`config.mk`:
```
export PLATFORM = sky130hd
export DESIGN_NAME = mcpu5_host
export DESIGN_NICKNAME = d
export VERILOG_FILES = /design/src/rtl/mcpu5_pkg.sv /design/src/rtl/mcpu5_out_fifo.sv /design/src/rtl/mcpu5_host.sv
export SDC_FILE = /design/constraint.sdc
export NUM_CORES = 2
export LEC_CHECK = 0
export CAP_MARGIN = 20
export CORE_UTILIZATION = 30
export DETAILED_ROUTE_END_ITERATION = 6
export DONT_BUFFER_PORTS = 1
export PLACE_DENSITY = 0.52
export SETUP_SLACK_MARGIN = 0.02
export SLEW_MARGIN = 10
export SYNTH_ARGS = -nofsm -noshare
export SYNTH_HDL_FRONTEND = slang
export SYNTH_SLANG_ARGS = --single-unit
```
`constraint.sdc`:
```
create_clock -name clk -period 2.54 [get_ports clk]
set_input_delay 0.254 -clock clk [delete_from_list [all_inputs] [get_ports clk]]
set_output_delay 0.254 -clock clk [all_outputs]
set_load 0.03 [all_outputs]
```
`src/rtl/mcpu5_pkg.sv`:
```
// Shared definitions for the MCPU5 host: opcodes, sequencer states and a small helper.
package mcpu5_pkg;

  // Major opcode field, inst[5:4]
  typedef enum logic [1:0] {
    OP_JCC = 2'b00,
    OP_LDI = 2'b01,
    OP_STA = 2'b10,
    OP_ALU = 2'b11
  } major_op_t;

  // The complete OUT instruction word; ACCU is captured when it is executed
  localparam logic [5:0] OP_OUT = 6'b111001;

  typedef enum logic [2:0] {
    IDLE,
    CPU_RST,
    RUN_HI,
    RUN_LO,
    STALL
  } state_t;

  function automatic logic is_out(input logic [5:0] inst);
    return inst == OP_OUT;
  endfunction

  function automatic logic [15:0] sat_inc16(input logic [15:0] v);
    return (v == 16'hFFFF) ? v : v + 16'd1;
  endfunction

endpackage

```
`src/rtl/mcpu5_out_fifo.sv`:
```
// First-word fall-through capture FIFO for ACCU values. A push into a full FIFO
// succeeds when a pop happens in the same cycle (the pop frees the slot first).
module mcpu5_out_fifo #(
  parameter int DEPTH = 4
) (
  input  logic       clk,
  input  logic       rst,
  input  logic       flush,
  input  logic       push,
  input  logic [7:0] push_data,
  input  logic       pop,
  output logic [7:0] head,
  output logic       full,
  output logic       empty
);

  localparam int AW = $clog2(DEPTH);

  logic [7:0]  mem [DEPTH];
  logic [AW:0] wr_ptr;
  logic [AW:0] rd_ptr;
  logic        do_push;
  logic        do_pop;

  assign empty   = (wr_ptr == rd_ptr);
  assign full    = (wr_ptr[AW] != rd_ptr[AW]) && (wr_ptr[AW-1:0] == rd_ptr[AW-1:0]);
  assign do_pop  = pop && !empty;
  assign do_push = push && (!full || do_pop);
  assign head    = empty ? 8'h00 : mem[rd_ptr[AW-1:0]];

  // Pointer update; an extra wrap bit tells full from empty
  always_ff @(posedge clk) begin
    // NOTE: state registers use non-blocking assignments so every flop sees pre-edge values.
    if (rst || flush) begin
      wr_ptr <= '0;
      rd_ptr <= '0;
    end else begin
      if (do_push) wr_ptr <= wr_ptr + 1'b1;
      if (do_pop)  rd_ptr <= rd_ptr + 1'b1;
    end
  end

  // Storage write
  always_ff @(posedge clk) begin
    // NOTE: storage is deliberately not reset; the pointers alone define what is valid.
    if (do_push) mem[wr_ptr[AW-1:0]] <= push_data;
  end

endmodule

```
`src/rtl/mcpu5_host.sv`:
```
// Host-side sequencer for the MCPU5 core: generates cpu_clk/cpu_rst, serves
// instructions from a 256x6 program RAM on the high phase and captures ACCU into
// an output FIFO on the low phase of OUT instructions. cycle_count counts every
// cpu_clk rising edge since start, reset-period edges included.
module mcpu5_host
  import mcpu5_pkg::*;
#(
  parameter int HALF_PERIOD = 4,
  parameter int RST_CYCLES  = 2,
  parameter int FIFO_DEPTH  = 4
) (
  input  logic        clk,
  input  logic        rst,
  input  logic        start,
  input  logic        stop,
  input  logic        prog_we,
  input  logic [7:0]  prog_addr,
  input  logic [5:0]  prog_wdata,
  input  logic [7:0]  cpu_out,
  output logic        cpu_clk,
  output logic        cpu_rst,
  output logic [5:0]  cpu_inst,
  output logic        out_valid,
  output logic [7:0]  out_data,
  input  logic        out_ready,
  output logic        running,
  output logic [7:0]  fetch_pc,
  output logic [15:0] cycle_count
);

  localparam int PW = $clog2(HALF_PERIOD);
  localparam int RW = $clog2(RST_CYCLES + 1);
  localparam logic [PW-1:0] PH_LAST  = PW'(HALF_PERIOD - 1);
  localparam logic [PW-1:0] PH_FETCH = PW'(HALF_PERIOD - 2);
  localparam logic [RW-1:0] RST_LAST = RW'(RST_CYCLES - 1);

  state_t        state;
  logic [PW-1:0] ph;
  logic [RW-1:0] rst_edges;
  logic          stop_pend;
  logic          stop_seen;
  logic [5:0]    prog_mem [256];

  logic fifo_full;
  logic fifo_empty;
  logic pop;
  logic push_ok;
  logic push_try;
  logic push;
  logic flush;

  assign running   = (state != IDLE);
  assign out_valid = !fifo_empty;
  assign pop       = !fifo_empty && out_ready;
  assign push_ok   = !fifo_full || pop;
  assign push_try  = ((state == RUN_LO) && (ph == PH_LAST) && is_out(cpu_inst)) || (state == STALL);
  assign push      = push_try && push_ok;
  assign flush     = (state == IDLE) && start;
  assign stop_seen = stop_pend || stop;

  mcpu5_out_fifo #(.DEPTH(FIFO_DEPTH)) u_fifo (
    .clk       (clk),
    .rst       (rst),
    .flush     (flush),
    .push      (push),
    .push_data (cpu_out),
    .pop       (pop),
    .head      (out_data),
    .full      (fifo_full),
    .empty     (fifo_empty)
  );

  // Program RAM: writable only while the core is idle, read asynchronously by PC
  always_ff @(posedge clk) begin
    if (state == IDLE && prog_we) prog_mem[prog_addr] <= prog_wdata;
  end

  // Bus sequencer: phase timing, core clock/reset, fetch and capture control
  always_ff @(posedge clk) begin
    if (rst) begin
      state       <= IDLE;
      ph          <= '0;
      rst_edges   <= '0;
      stop_pend   <= 1'b0;
      cpu_clk     <= 1'b0;
      cpu_rst     <= 1'b1;
      cpu_inst    <= '0;
      fetch_pc    <= '0;
      cycle_count <= '0;
    end else begin
      // Latch stop until the sequencer acts on it; later clears below take priority
      if (stop && state != IDLE) stop_pend <= 1'b1;

      case (state)
        IDLE: begin
          cpu_clk   <= 1'b0;
          cpu_rst   <= 1'b1;
          stop_pend <= 1'b0;
          if (start) begin
            state       <= CPU_RST;
            ph          <= '0;
            rst_edges   <= '0;
            cpu_inst    <= '0;
            cycle_count <= '0;
          end
        end

        CPU_RST: begin
          cpu_rst  <= 1'b1;
          cpu_inst <= '0;
          if (ph == PH_LAST) begin
            ph <= '0;
            if (cpu_clk) begin
              cpu_clk <= 1'b0;
            end else if (rst_edges == RST_LAST && stop_seen) begin
              // Stop during reset: skip the final edge and park the core low
              state     <= IDLE;
              stop_pend <= 1'b0;
            end else begin
              cpu_clk     <= 1'b1;
              rst_edges   <= rst_edges + 1'b1;
              cycle_count <= sat_inc16(cycle_count);
              if (rst_edges == RST_LAST) state <= RUN_HI;
            end
          end else begin
            ph <= ph + 1'b1;
          end
        end

        RUN_HI: begin
          // Released one cycle after the last reset edge so the core sees reset held across it
          cpu_rst <= 1'b0;
          if (ph == PH_FETCH) begin
            fetch_pc <= cpu_out;
            cpu_inst <= prog_mem[cpu_out];
          end
          if (ph == PH_LAST) begin
            ph      <= '0;
            cpu_clk <= 1'b0;
            state   <= RUN_LO;
          end else begin
            ph <= ph + 1'b1;
          end
        end

        RUN_LO: begin
          if (ph == PH_LAST) begin
            ph <= '0;
            if (is_out(cpu_inst) && !push_ok) begin
              state <= STALL;
            end else if (stop_seen) begin
              state     <= IDLE;
              cpu_rst   <= 1'b1;
              stop_pend <= 1'b0;
            end else begin
              state       <= RUN_HI;
              cpu_clk     <= 1'b1;
              cycle_count <= sat_inc16(cycle_count);
            end
          end else begin
            ph <= ph + 1'b1;
          end
        end

        STALL: begin
          // The push is retried every cycle; the clock rises only once it lands
          ph <= '0;
          if (push_ok) begin
            if (stop_seen) begin
              state     <= IDLE;
              cpu_rst   <= 1'b1;
              stop_pend <= 1'b0;
            end else begin
              state       <= RUN_HI;
              cpu_clk     <= 1'b1;
              cycle_count <= sat_inc16(cycle_count);
            end
          end
        end

        default: state <= IDLE;
      endcase
    end
  end

endmodule

```
Word-level counts from Yosys, hierarchy flattened
Memories as Yosys holds them, arrays and structs flattened. A register that Yosys moved wholly into a read port is not among the register bits.
Cells that the tools add are included.
W data, S select, Z words.
{"block": "word_totals", "register_bits": 46, "ram_bits": 1568, "out_inout_bits": 42, "wordCells": 139, "mem_count": 2}
{"block": "classes", "add_sub_neg": 5, "n_eq_ne": 22, "mux": 61, "reduce_logical": 38}
{"name": "prog_mem", "words": 256, "width": 6, "read_ports": 1, "rd_clocked_by_memory_dff": 0, "write_ports": 1, "line_no": "mcpu5_host.sv:42", "text": "logic [5:0] prog_mem [256];"}
{"name": "u_fifo.mem", "words": 4, "width": 8, "read_ports": 1, "rd_clocked_by_memory_dff": 1, "write_ports": 1, "line_no": "mcpu5_out_fifo.sv:19", "text": "logic [7:0] mem [DEPTH];"}
{"op": "$mux W16", "count": 9}
{"op": "$pmux W16 S4", "count": 1}
{"op": "$mux W3", "count": 9}
{"op": "$mux W1", "count": 24}
{"op": "$pmux W6 S3", "count": 1}
{"op": "$add A16 B1 Y16 const B", "count": 1}
{"op": "$eq A16 B16 Y1 const B", "count": 1}
{"op": "$mux W2", "count": 8}
{"op": "$ne A2 B2 Y1 const B", "count": 8}
{"op": "$pmux W3 S5", "count": 1}
{"op": "$logic_and A1 B1 Y1", "count": 12}
{"op": "$mux W6", "count": 2}
{"op": "$reduce_bool A3 Y1", "count": 3}
{"op": "$mux W8", "count": 1}
{"op": "$pmux W1 S4", "count": 2}
{"op": "$reduce_and A8 Y1", "count": 1}
{"op": "$reduce_bool A4 Y1", "count": 2}
{"op": "$reduce_and A7 Y1", "count": 1}
{"op": "$add A3 B1 Y3 const B", "count": 2}
{"op": "$eq A3 B2 Y1 const B", "count": 2}
{"op": "$eq A6 B6 Y1 const B", "count": 1}
{"op": "$pmux W2 S3", "count": 1}
{"op": "$reduce_and A6 Y1", "count": 1}
{"op": "$logic_or A1 B1 Y1", "count": 5}
{"op": "other kinds (22)", "count": 27}

Logic depth before layout (Yosys ltp)
{"block": "depth", "ltp_word": 9, "ltp_mapped": 12, "ltp_nobuf": 8}

By module
Synthesis repeated with hierarchy kept, for this count alone.
{"block": "unflattened", "hier_cells": 3357, "area_unflattened_um2": 64134.0}
{"module": "mcpu5_host", "instances": 1, "cells_each": 3254, "area_per_inst_um2": 62436.1, "seq_area_each_um2": 46925.0}
{"module": "mcpu5_out_fifo", "instances": 1, "cells_each": 103, "area_per_inst_um2": 1697.9, "seq_area_each_um2": 1121.1}

Worst setup path before layout
Ideal clock, no wire load.
{"block": "synth_timing", "path_type": "register -> register", "from": "register state[2]", "to": "memory prog_mem[222][0], enable pin", "setup_ns": 0.350, "t_arrival_ns": 2.065, "slack_ns": 0.125, "stages_incl_launch_ff": 8, "period_less_slack_ns": 2.415, "cell_sequence": "dfxtp_1 -> buf_2 -> nor3_1 -> nand2_1 -> nor3b_1 -> nand3_1 -> clkbuf_1 -> nor2_1"}
{"block": "synth_between", "elab_chain_len": 4}
{"item": "start, declared", "line_no": "mcpu5_host.sv:37", "text": "state_t state;"}
{"item": "start signal, assigned", "line_no": "mcpu5_host.sv:81", "text": "state <= IDLE;"}
{"item": "start signal, assigned", "line_no": "mcpu5_host.sv:100", "text": "state <= CPU_RST;"}
{"item": "start signal, assigned", "line_no": "mcpu5_host.sv:117", "text": "state <= IDLE;"}
{"item": "$logic_not A3 Y1", "line_no": "mcpu5_host.sv:75", "text": "if (state == IDLE && prog_we) prog_mem[prog_addr] <= prog_wdata;"}
{"item": "$logic_and A1 B1 Y1", "line_no": "mcpu5_host.sv:75"}
{"item": "$mux W1", "line_no": "mcpu5_host.sv:75"}
{"item": "$mux W1 (not written as such)", "line_no": "mcpu5_host.sv:75"}
{"item": "end, declared", "line_no": "mcpu5_host.sv:42"}
No other way between the ends.

Worst setup path in the final report
{"block": "layout_timing", "from": "register u_fifo.wr_ptr[1]", "to": "output out_data[7]"}
{"block": "layout_between", "elab_chain_len": 2}
{"item": "start, declared", "line_no": "mcpu5_out_fifo.sv:20", "text": "logic [AW:0] wr_ptr;"}
{"item": "start signal, assigned", "line_no": "mcpu5_out_fifo.sv:38", "text": "if (do_push) wr_ptr <= wr_ptr + 1'b1;"}
{"item": "$eq A3 B3 Y1", "line_no": "mcpu5_out_fifo.sv:25", "text": "assign empty = (wr_ptr == rd_ptr);"}
{"item": "$mux W8", "line_no": "mcpu5_out_fifo.sv:29", "text": "assign head = empty ? 8'h00 : mem[rd_ptr[AW-1:0]];"}
{"item": "end, declared", "line_no": "mcpu5_host.sv:24", "text": "output logic [7:0] out_data,"}
No other way between the ends.

==> run metrics <==
FF+latch count, synth=1,616; worst-path maximum fanout=9; clock buffer depth=3; area of the multi-input gates=14,700 µm²; Setup CP Type=flop to output pin; largest net degree at the start of global routing=420; failing checks=hold timing; routed vias=34,000; dominant synthesized flop cell=edfxtp_1; initial core utilization=30.2%; Post-Route Setup TNS=0 ns; grt ovf=0; clock-pin slew of the registers on the worst-case setup and hold paths=0.06 ns; worst-margin pin slew=1.28 ns; vias in the first global route=34,200; worst hold margin=-0.379 ns; input/output buffers=0; CP arrival=2.23 ns; Antenna Nets Post-Route=0; fmax=403 MHz; first-pass GRT wire length=253,000 µm; Core Area=212,000 µm²; final core utilization=36.1%; fin crit share=97.8%; final RePlAce weighted congestion=0.834; Final Hold Fails=940; most common cell after layout, fill and taps aside=edfxtp_1; initial detailed-routing violation count=3,468; Post-synth EDFFs=1,568; post-synth net total=3,355; # placed instances=6,448; Slew HR=14.5%; routed len/inst=26.2 µm; worst path buffer plus inverter count=1; post-synthesis sequential area ratio=75.2%; post-synthesis instance area=63,900 µm²; fin crit period=2.48 ns; most frequent cells in the layout=1,568 x edfxtp_1, 486 x buf_4, 321 x nor2_1, 320 x mux4_2, 192 x mux2i_1; Yosys warnings=0; Rows=169; Via density=5.00; Clock Tree Root=clkbuf_16; hold buffer count at CTS=21; Netlist cell types=75; final setup fails=0; total clock sinks=1,616; layout cell share with drive strength beyond 1=28.4%; TritonCTS buffer count=171; HP Class=input pin to flop; Layout Nets=3,866; RSZ-0062 raised after global routing=true; TritonCTS clock tree=done; Final Max Slew Viols=0; PwrDens=742 nW/µm²; I/O Pins=70; worst-skew pair later-pin latency=0.82 ns; slowest CP cell=nor2b_1; Critical Path Max Stage Delay=0.48 ns; fillers=19,700; CP startpoint kind=flop; CP endpoint kind=output pin; initial antenna violation count=11; Pleak=24.8 nW; Placed Instance Area=70,400 µm²; # H-tree levels=4; die area=215,000 µm²; clk_skew=0.0371 ns; GRT Total Usage=16.2%; cells after synthesis=3,318; post-synthesis average cell area=19.3 µm²; cell area after layout=76,500 µm²; critical path required time=2.29 ns; critical-path cell list=xor2_1 > nor3b_1 > buf_4 > nor2b_1; async set-reset flop share out of synthesis=0%; DRC violations left=0; maxcap violations=0; DIE WIDTH=463 µm; Die Span Y=463 µm; routed wire length=178,000 µm; highest ir drop seen on vdd=0.718 mV; Crit path max-delay family=simple AND/OR/NAND/NOR gates; router iterations before antenna repair=7; DPL Wire Length=103,000 µm; Finished Layout Cells=6,796; sequential cell area=48,000 µm²; outcome=finished, violations left; Area growth syn-to-layout=19.7%
-- cell usage after synthesis (all sizes together), types with 10 or more instances --
library cell / instances / area (µm²)
and2: 12 / 75.1
mux2i: 192 / 1920
mux4: 320 / 7210
a2111oi: 14 / 141
o22ai: 73 / 457
o221ai: 34 / 298
nand2: 122 / 458
a22o: 12 / 105
dfxtp: 48 / 961
a211o: 12 / 105
nor2: 323 / 1210
inv: 11 / 41.3
a21oi: 74 / 370
mux2: 18 / 203
clkbuf: 91 / 345
o21ai: 25 / 125
nor3: 20 / 100
nand3: 24 / 120
nand2b: 10 / 62.6
nor2b: 22 / 138
buf: 108 / 858
a211oi: 24 / 185
or3: 13 / 81.3
edfxtp: 1568 / 47100
-- what timing repair did --
action / CTS / global route
endpoints found under the hold margin: 1614 / 1523
resized for setup: 7 / 10
buffers inserted: 0 / 2
endpoints found under the setup margin: 12 / 23
pin swaps: 0 / 1
cloned: 0 / 3
-- metrics by stage --
stage                     setup slack, ns  power (mW)
after floorplan                     0.125        31.4
after global placement             -0.192        31.8
after detailed placement           -0.301        31.8
after CTS                         -0.0443        57.0
after global routing              -0.0507        58.3
final                              0.0571        56.7
-- routing by layer --
layer  GRT usage, %  share of wire (%)  vias up
met5              0                  0        -
met2           25.9                 47     1119
met4           3.85                2.1        0
met3           2.89                6.6      240
li1               -                  -    14600
met1           22.9                 44    18000
-- kinds of logic after synthesis --
kind of cell	share of synthesized area, %
xor gates and xnor gates	0.151
adders and majority gates	0.192
buffers and inverters	1.96
muxes	14.6
and+or+nand+nor	4.23
AOI/OAI and AO/OA	3.66
DFF	75.2
-- where the power goes --
part | leakage [nW] | switching [mW] | internal (mW)
clock network | 2.76 | 10.6 | 14.5
registers | 14.5 | 0.0365 | 29.3
logic | 7.54 | 1.22 | 1.03
-- worst paths after layout --
kind / startpoint / to / slack, ns / depth (start not counted)
hold / removal: prog_wdata[2] / prog_mem[137][2] / -0.38 / 0
hold reg to reg: rst_edges[1] / rst_edges[1] / 0.50 / 2
setup / recovery: u_fifo.wr_ptr[1] / out_data[7] / 0.06 / 4
setup reg to reg: prog_mem[135][1] / cpu_inst[1] / 0.13 / 8
-- sequential cells by signal, indices dropped and copies added, names as in the netlist, named ones only --
signal	cells
fetch_pc	8
ph	2
state	3
cpu_clk	1
rst_edges	2
u_fifo.mem	32
cycle_count	16
cpu_inst	6
u_fifo.wr_ptr	3
u_fifo.rd_ptr	3
stop_pend	1
cpu_rst	1
prog_mem	1536
-- area by class of cell --
class / count / area share (%)
inverters: 13 / 0.0671
well taps: 2821 / 4.62
repair buffers: 537 / 5.88
clock buffers: 211 / 5.89
clock inverters: 105 / 1.54
flip-flops and latches: 1616 / 62.8
diodes: 3 / 0.00982
multi-input cells: 1490 / 19.2
Power figures use the tool's default switching activity.
